### config.mk
export PLATFORM = sky130hd
export DESIGN_NAME = snax_reqrsp_to_hwpe_flat
export DESIGN_NICKNAME = d
export VERILOG_FILES = /design/src/rtl/snax_reqrsp_to_hwpe.sv /design/src/rtl/snax_reqrsp_to_hwpe_if.sv /design/src/flat_wrapper.sv
export SDC_FILE = /design/constraint.sdc
export NUM_CORES = 1
export LEC_CHECK = 0
export BUFFER_PORTS_ARGS = -buffer_cell sky130_fd_sc_hd__buf_2
export CAP_MARGIN = 25
export CORE_AREA = 2 2 110 112
export DETAILED_ROUTE_END_ITERATION = 12
export DIE_AREA = 0 0 112 114
export SLEW_MARGIN = 25
export SYNTH_ARGS = -nofsm -noshare
export SYNTH_HDL_FRONTEND = slang
export SYNTH_SLANG_ARGS = --single-unit
export TNS_END_PERCENT = 20
### constraint.sdc
create_clock -name clk_i -period 2.6 [get_ports clk_i]
set_clock_uncertainty 0.15 [all_clocks]
set_input_delay 0.39 -clock clk_i [delete_from_list [all_inputs] [get_ports clk_i]]
set_output_delay 0.39 -clock clk_i [all_outputs]
set_load 0.005 [all_outputs]
### src/rtl/snax_reqrsp_to_hwpe.sv
// Bridge from a SNAX/Snitch TCDM reqrsp port to an HWPE TCDM master port.
// A 64-bit double-word request is narrowed onto the 32-bit HWPE lane that addr[2] selects.
// A small FIFO records the lane of each in-flight transaction, so that every response is
// steered back into the correct half of the 64-bit response word.

package snax_reqrsp_to_hwpe_pkg;
  // Default 64-bit TCDM request/response types; integrators override the type parameters.
  typedef struct packed {
    logic [31:0] addr;
    logic        write;
    logic [63:0] data;
    logic [7:0]  strb;
  } tcdm_q_t;

  typedef struct packed {
    tcdm_q_t q;
    logic    q_valid;
  } tcdm_req_t;

  typedef struct packed {
    logic [63:0] data;
  } tcdm_p_t;

  typedef struct packed {
    logic    q_ready;
    tcdm_p_t p;
    logic    p_valid;
  } tcdm_rsp_t;
endpackage

module snax_reqrsp_to_hwpe #(
  parameter int unsigned DataWidth        = 64,
  parameter bit          AlignInputDouble = 1'b1,
  parameter int unsigned MaxOutstanding   = 2,
  parameter type         tcdm_req_t       = snax_reqrsp_to_hwpe_pkg::tcdm_req_t,
  parameter type         tcdm_rsp_t       = snax_reqrsp_to_hwpe_pkg::tcdm_rsp_t
) (
  input  logic                        clk_i,
  input  logic                        rst_ni,
  input  tcdm_req_t                   tcdm_req_i,
  output tcdm_rsp_t                   tcdm_rsp_o,
  hwpe_stream_intf_tcdm.master        hwpe_tcdm_master,
  output logic                        err_o
);

  localparam int unsigned PtrWidth = (MaxOutstanding > 1) ? $clog2(MaxOutstanding) : 1;
  localparam int unsigned CntWidth = $clog2(MaxOutstanding + 1);
  localparam logic [PtrWidth-1:0] LastPtr = PtrWidth'(MaxOutstanding - 1);
  localparam logic [CntWidth-1:0] FullCnt = CntWidth'(MaxOutstanding);

  // In-flight tracking state.
  logic [CntWidth-1:0]       count_q, count_d;
  logic [PtrWidth-1:0]       wr_ptr_q, wr_ptr_d;
  logic [PtrWidth-1:0]       rd_ptr_q, rd_ptr_d;
  logic [MaxOutstanding-1:0] lane_mem_q, lane_mem_d;
  logic                      err_q, err_d;

  logic full;
  logic req_lane;
  logic head_lane;
  logic push;
  logic pop;
  logic rsp_spurious;

  // Full is a function of registered state only. As a result, gnt never loops back into req.
  // A response that pops in the same cycle does not free a slot until the next cycle.
  assign full      = (count_q == FullCnt);
  assign req_lane  = AlignInputDouble ? tcdm_req_i.q.addr[2] : 1'b0;
  assign head_lane = lane_mem_q[rd_ptr_q];

  assign push         = hwpe_tcdm_master.req & hwpe_tcdm_master.gnt;
  assign pop          = hwpe_tcdm_master.r_valid & (count_q != '0);
  assign rsp_spurious = hwpe_tcdm_master.r_valid & (count_q == '0);

  // Request path: narrow the double word onto the selected 32-bit lane.
  // NOTE: every output of a combinational block gets a default first, so no path can infer a latch.
  always_comb begin
    hwpe_tcdm_master.req  = tcdm_req_i.q_valid & ~full;
    hwpe_tcdm_master.add  = tcdm_req_i.q.addr;
    hwpe_tcdm_master.wen  = ~tcdm_req_i.q.write;
    hwpe_tcdm_master.be   = tcdm_req_i.q.strb[3:0];
    hwpe_tcdm_master.data = tcdm_req_i.q.data[31:0];
    if (req_lane) begin
      hwpe_tcdm_master.be   = tcdm_req_i.q.strb[DataWidth/8-1 -: 4];
      hwpe_tcdm_master.data = tcdm_req_i.q.data[DataWidth-1 -: 32];
    end
  end

  // Response path: place r_data in the lane recorded at the FIFO head and zero the other half.
  always_comb begin
    tcdm_rsp_o         = '0;
    tcdm_rsp_o.q_ready = hwpe_tcdm_master.gnt & ~full;
    tcdm_rsp_o.p_valid = pop;
    if (head_lane) begin
      tcdm_rsp_o.p.data[DataWidth-1 -: 32] = hwpe_tcdm_master.r_data;
    end else begin
      tcdm_rsp_o.p.data[31:0] = hwpe_tcdm_master.r_data;
    end
  end

  // Next-state of the lane FIFO, its occupancy and the sticky error flag.
  // NOTE: combinational blocks use blocking '=', clocked blocks use non-blocking '<=' only.
  always_comb begin
    count_d    = count_q;
    wr_ptr_d   = wr_ptr_q;
    rd_ptr_d   = rd_ptr_q;
    lane_mem_d = lane_mem_q;
    err_d      = err_q | rsp_spurious;

    if (push) begin
      lane_mem_d[wr_ptr_q] = req_lane;
      wr_ptr_d             = (wr_ptr_q == LastPtr) ? '0 : wr_ptr_q + 1'b1;
    end

    if (pop) begin
      rd_ptr_d = (rd_ptr_q == LastPtr) ? '0 : rd_ptr_q + 1'b1;
    end

    // A push and a pop in the same cycle cancel out in the count.
    case ({push, pop})
      2'b10:   count_d = count_q + 1'b1;
      2'b01:   count_d = count_q - 1'b1;
      default: count_d = count_q;
    endcase
  end

  // Control state register; an asynchronous reset discards every outstanding entry.
  always_ff @(posedge clk_i or negedge rst_ni) begin
    if (!rst_ni) begin
      count_q  <= '0;
      wr_ptr_q <= '0;
      rd_ptr_q <= '0;
      err_q    <= 1'b0;
    end else begin
      count_q  <= count_d;
      wr_ptr_q <= wr_ptr_d;
      rd_ptr_q <= rd_ptr_d;
      err_q    <= err_d;
    end
  end

  // Lane storage.
  // NOTE: storage arrays are not reset. An entry is read only after a push has written it,
  // and count gates the read.
  always_ff @(posedge clk_i) begin
    lane_mem_q <= lane_mem_d;
  end

  assign err_o = err_q;

endmodule

### src/rtl/snax_reqrsp_to_hwpe_if.sv
// HWPE TCDM port: a 32-bit req/gnt/r_valid memory channel.
// The master issues requests and receives read data. The slave grants them and returns
// exactly one r_valid for each grant, in grant order.
interface hwpe_stream_intf_tcdm;
  logic        req;
  logic        gnt;
  logic [31:0] add;
  logic        wen;     // 1 = read, 0 = write
  logic [3:0]  be;
  logic [31:0] data;
  logic [31:0] r_data;
  logic        r_valid;

  modport master (
    output req, add, wen, be, data,
    input  gnt, r_data, r_valid
  );

  modport slave (
    input  req, add, wen, be, data,
    output gnt, r_data, r_valid
  );
endinterface

### src/flat_wrapper.sv
// flat-port wrapper written by rule: the top's interface ports become plain ports
module snax_reqrsp_to_hwpe_flat 
#(
  parameter int unsigned DataWidth        = 64,
  parameter bit          AlignInputDouble = 1'b1,
  parameter int unsigned MaxOutstanding   = 2,
  parameter type         tcdm_req_t       = snax_reqrsp_to_hwpe_pkg::tcdm_req_t,
  parameter type         tcdm_rsp_t       = snax_reqrsp_to_hwpe_pkg::tcdm_rsp_t
)
  (clk_i, rst_ni, tcdm_req_i, tcdm_rsp_o, err_o, hwpe_tcdm_master_req, hwpe_tcdm_master_add, hwpe_tcdm_master_wen, hwpe_tcdm_master_be, hwpe_tcdm_master_data, hwpe_tcdm_master_gnt, hwpe_tcdm_master_r_data, hwpe_tcdm_master_r_valid);
  hwpe_stream_intf_tcdm hwpe_tcdm_master_i ();
  input  logic clk_i;
  input  logic rst_ni;
  input  tcdm_req_t tcdm_req_i;
  output tcdm_rsp_t tcdm_rsp_o;
  output logic err_o;
  output wire logic [$bits(hwpe_tcdm_master_i.req)-1:0] hwpe_tcdm_master_req;
  output wire logic [$bits(hwpe_tcdm_master_i.add)-1:0] hwpe_tcdm_master_add;
  output wire logic [$bits(hwpe_tcdm_master_i.wen)-1:0] hwpe_tcdm_master_wen;
  output wire logic [$bits(hwpe_tcdm_master_i.be)-1:0] hwpe_tcdm_master_be;
  output wire logic [$bits(hwpe_tcdm_master_i.data)-1:0] hwpe_tcdm_master_data;
  input wire logic [$bits(hwpe_tcdm_master_i.gnt)-1:0] hwpe_tcdm_master_gnt;
  input wire logic [$bits(hwpe_tcdm_master_i.r_data)-1:0] hwpe_tcdm_master_r_data;
  input wire logic [$bits(hwpe_tcdm_master_i.r_valid)-1:0] hwpe_tcdm_master_r_valid;
  assign hwpe_tcdm_master_req = hwpe_tcdm_master_i.req;
  assign hwpe_tcdm_master_add = hwpe_tcdm_master_i.add;
  assign hwpe_tcdm_master_wen = hwpe_tcdm_master_i.wen;
  assign hwpe_tcdm_master_be = hwpe_tcdm_master_i.be;
  assign hwpe_tcdm_master_data = hwpe_tcdm_master_i.data;
  assign hwpe_tcdm_master_i.gnt = hwpe_tcdm_master_gnt;
  assign hwpe_tcdm_master_i.r_data = hwpe_tcdm_master_r_data;
  assign hwpe_tcdm_master_i.r_valid = hwpe_tcdm_master_r_valid;
  snax_reqrsp_to_hwpe #(.DataWidth(DataWidth), .AlignInputDouble(AlignInputDouble), .MaxOutstanding(MaxOutstanding), .tcdm_req_t(tcdm_req_t), .tcdm_rsp_t(tcdm_rsp_t)) u_core (.clk_i(clk_i), .rst_ni(rst_ni), .tcdm_req_i(tcdm_req_i), .tcdm_rsp_o(tcdm_rsp_o), .hwpe_tcdm_master(hwpe_tcdm_master_i), .err_o(err_o));
endmodule
==> reports/qor_table.md <==
| Metric | This run |
|---|---|
| Final setup TNS | 0 ns |
| Adder-cell share of the synthesized area | 0.8569% |
| Drt pass-1 iters | 3 |
| Total congestion overflow after global routing | 0 |
| RSZ-0062 raised after global routing | no |
| Tightest Hold Check Type | in -> reg |
| Clock edge transition at the registers on the reported setup and hold paths | 0.03 ns |
| Power per unit of standard cell area | 488.0 mW/mm² |
| Dominant combinational cell family by area after synthesis | simple AND/OR/NAND/NOR gates |
| Maximum number of pins on one net before global-route repair | 65 |
| F_max | 490.8 MHz |
| Startpoint of the worst setup timing path | u_core.rd_ptr_q$_DFFE_PN0P_ |
| Number of instances in the synthesized netlist | 169 |
| Hold violation total from the final report | 0 |
| Antenna violations before repair | 0 |
| Worst vdd rail ir drop | 195.9 µV |
| Critical Setup Path Class | reg -> out |
| Number of setup violations in the final report | 0 |
| Number of warnings printed during yosys synthesis | 0 |
| CP Launch Type | flip-flop |
| Max Fanout on Critical Path | 64 |
| Mean Syn Cell Area | 8.640 µm² |
| Post-Route Hold Slack | 0.2368 ns |
| Post-route design area | 0.002531 mm² |
| Compound-cell area share of the yosys netlist | 0.5141% |
| Skew-Pair Late Insertion Delay | 0.23 ns |
| Sum of met3 wire segment lengths after detailed routing | 814 µm |
| Setup slack of the critical path after layout | 0.5624 ns |
| Startpoint of the most critical register-to-register path | u_core.count_q[0]$_DFFE_PN0P_ |
| Required arrival time at the worst endpoint | 2.06 ns |
| Weighted congestion at the end of routability-driven global placement | 0.7870 |
| Slowest cell on crit path | sky130_fd_sc_hd__dfrtp_1 |
| Crit path buffers/inverters | 2 |
| 1st-iter DRT viols | 32 |
| Post-synthesis share of cell area spent on xor and xnor gates | 2.999% |
| Fraction of final layout cells with drive strength greater than 1 | 74.50% |
| Worst path arrival time | 1.50 ns |
| Endpoint of the most critical register-to-register path | u_core.count_q[1]$_DFFE_PN0P_ |
| Fraction of the mapped netlist area in simple logic gates | 31.02% |
| Non-filler cells, final | 496 |
| Instance area at placement | 0.002442 mm² |
| Critical-path cell list | mux2i_4 > buf_12 > and2b_1 > buf_2 |
| Placed cell count | 491 |
| Total nets after synthesis | 312 |
| Status | finished, final reports clean |
| Std-Cell Rows | 40 |
| Hold endpoint | u_core.err_o$_DFF_PN0_ |
| Antenna-violating nets left | 0 |
| Mapped Area | 0.001460 mm² |
| Clock tree root buffer cell | sky130_fd_sc_hd__clkbuf_16 |
| Number of buffers created by CTS | 3 |
| First-pass GRT wire length | 7.093 mm |
| DR vias/cell | 3.655 |
| # Max-Cap Violations | 0 |
| Number of library cell types mapped by synthesis | 19 |
| I/O Buffers | 216 |
| Sort of element at the end of the critical path | output pin |
| CTS tree | done |
| Worst R2R Path Depth | 5 |
| Critical path's top delay family | flip-flops |
| FILL cells | 1302 |
| Hold Path Stages | 2 |
| # H-tree levels | 1 |
| Top sig layer | met4 |
| Worst Hold Launch | hwpe_tcdm_master_r_valid |
| Remaining design rule violation count | 0 |
| Estimated wirelength of the detail-placed design | 4.713 mm |
| Starting density of the core | 12.47% |
| Met2 routed WL | 2.517 mm |
| Number of buffers added for setup after CTS | 0 |
| Floorplan Core Area | 0.01171 mm² |
| Num ports | 279 |
| Met1 Wirelength | 1.973 mm |
| Synth Register Bits | 7 |
| Vias in the first global route | 1544 |
| Share of synthesized area occupied by flip-flops and latches | 12.68% |
| Clock sink count | 7 |
| Tcrit/Tclk final | 78.37% |
| Delay of the slowest cell on the worst path | 0.41 ns |
| Worst-Margin Slew | 0.2676 ns |
| Total detailed-routing wirelength | 5.359 mm |
| Number of diodes added for antenna fixing | 0 |
| GRT Overall Usage | 7.033% |
| Wire length per cell after detailed routing | 10.80 µm |
| Number of buffers on the longest clock path | 2 |
| Headroom to the max-slew limit | 82.12% |
| Area Growth Syn to Fin | 73.35% |
| Final-stage net count | 493 |
| Portion of netlist area occupied by mux cells | 29.31% |
| Die span in x | 112 µm |
| Number of cells upsized or downsized after cts | 0 |
| Slack of the worst reg-to-reg path | 1.01 ns |
| Total die area | 0.01277 mm² |
| Count of final max-slew check failures | 0 |
| Post-Place Setup Slack | 0.7941 ns |
| Final period demand of the worst path | 2.038 ns |
| Via count of the routed design | 1813 |
| Y dimension of the die | 114 µm |
| Standby leakage power | 0.001404 µW |
-- state kept, by name (all words and copies together), names as in the netlist --
signal,flops
u_core.err_o,1
u_core.lane_mem_q,2
u_core.rd_ptr_q,1
u_core.count_q,2
u_core.wr_ptr_q,1
-- worst reg2reg max path, stage by stage, from the launching register on --
cell and delay [ns]:
sky130_fd_sc_hd__dfrtp_1 0.40, sky130_fd_sc_hd__nand2b_1 0.16, sky130_fd_sc_hd__nand3_1 0.17, sky130_fd_sc_hd__ha_1 0.35, sky130_fd_sc_hd__nor2_1 0.13, sky130_fd_sc_hd__xor2_1 0.15
-- cells by family after synthesis --
family / count (synthesis)
buf+inv: 45
xor+xnor: 5
flops: 7
compound gates: 1
fa+ha+maj: 1
simple gates: 73
mux: 37
-- stage by stage --
stage | power, µW | utilization [%]
global route | 1336 | 21.61
floorplan | 688.7 | -
detailed placement | 985.1 | 20.85
global placement | 985.9 | 20.85
finish | 1235 | 21.61
CTS | 1251 | 21.61
-- report_power, final --
group / switching [µW] / internal (µW) / total (µW)
registers: 39.5 / 154 / 193
logic: 341 / 443 / 784
clock network: 54.3 / 204 / 258
-- Yosys cell counts --
cell,count,area [µm²]
sky130_fd_sc_hd__inv_1,2,7.510
sky130_fd_sc_hd__dfrtp_1,5,125.1
sky130_fd_sc_hd__mux2_2,36,405.4
sky130_fd_sc_hd__ha_1,1,12.51
sky130_fd_sc_hd__edfxtp_1,2,60.06
sky130_fd_sc_hd__a21o_1,1,7.510
sky130_fd_sc_hd__mux2i_4,1,22.52
sky130_fd_sc_hd__buf_2,6,30.03
sky130_fd_sc_hd__nor2_1,4,15.01
sky130_fd_sc_hd__nand3_1,1,5.000
sky130_fd_sc_hd__nor2b_1,29,181.4
sky130_fd_sc_hd__nor2b_2,2,17.52
sky130_fd_sc_hd__and2b_1,2,15.01
sky130_fd_sc_hd__and2_1,34,212.7
sky130_fd_sc_hd__nand2b_1,1,6.260
sky130_fd_sc_hd__buf_4,33,247.7
sky130_fd_sc_hd__buf_6,4,45.04
sky130_fd_sc_hd__xor2_1,2,17.52
sky130_fd_sc_hd__xnor2_1,3,26.28
-- cells in the final DEF, fill, tap and decap left out --
master                          instances
sky130_fd_sc_hd__nand2b_1               1
sky130_fd_sc_hd__nor2b_1               29
sky130_fd_sc_hd__nor2b_2                2
sky130_fd_sc_hd__clkbuf_1               1
sky130_fd_sc_hd__nor2_1                 4
sky130_fd_sc_hd__buf_2                216
sky130_fd_sc_hd__dlygate4sd3_1          1
sky130_fd_sc_hd__and2b_1                2
sky130_fd_sc_hd__mux2_2                36
sky130_fd_sc_hd__and2_1                34
sky130_fd_sc_hd__buf_12                 2
sky130_fd_sc_hd__mux2i_4                1
sky130_fd_sc_hd__inv_1                  2
sky130_fd_sc_hd__xnor2_1                3
sky130_fd_sc_hd__a21o_1                 1
sky130_fd_sc_hd__ha_1                   1
sky130_fd_sc_hd__xor2_1                 2
sky130_fd_sc_hd__dfrtp_1                5
sky130_fd_sc_hd__edfxtp_1               2
sky130_fd_sc_hd__clkbuf_16              3
sky130_fd_sc_hd__nand3_1                1
-- per-layer routing --
layer	vias to the layer above	track usage, %
met1	740	7.449
met2	200	13.01
li1	867	-
met3	6	2.710
met5	-	0
met4	0	2.033
-- timing repair --
item | in CTS | in global routing
hold buffers | 1 | 0
setup endpoints to repair | 0 | 0
endpoints found under the hold margin | 5 | 0
-- final cells by class --
class	count	area, µm²	area share (%)
Multi-Input combinational cell	117	944.7	37.32
Timing Repair Buffer	219	1131	44.69
Inverter	2	7.507	0.2966
Tap cell	147	183.9	7.266
Sequential cell	7	185.2	7.316
Clock buffer	4	78.83	3.114
-- how the worst max path moves through the flow --
stage	end	slack (ns)	depth (start not counted)
floorplan	hwpe_tcdm_master_be[0]	0.93	3
global placement	tcdm_rsp_o[46]	0.81	4
detailed placement	tcdm_rsp_o[46]	0.79	4
CTS	tcdm_rsp_o[46]	0.55	4
global route	tcdm_rsp_o[46]	0.47	4
finish	tcdm_rsp_o[46]	0.56	4
No activity file was read; power rests on OpenSTA's default activity.
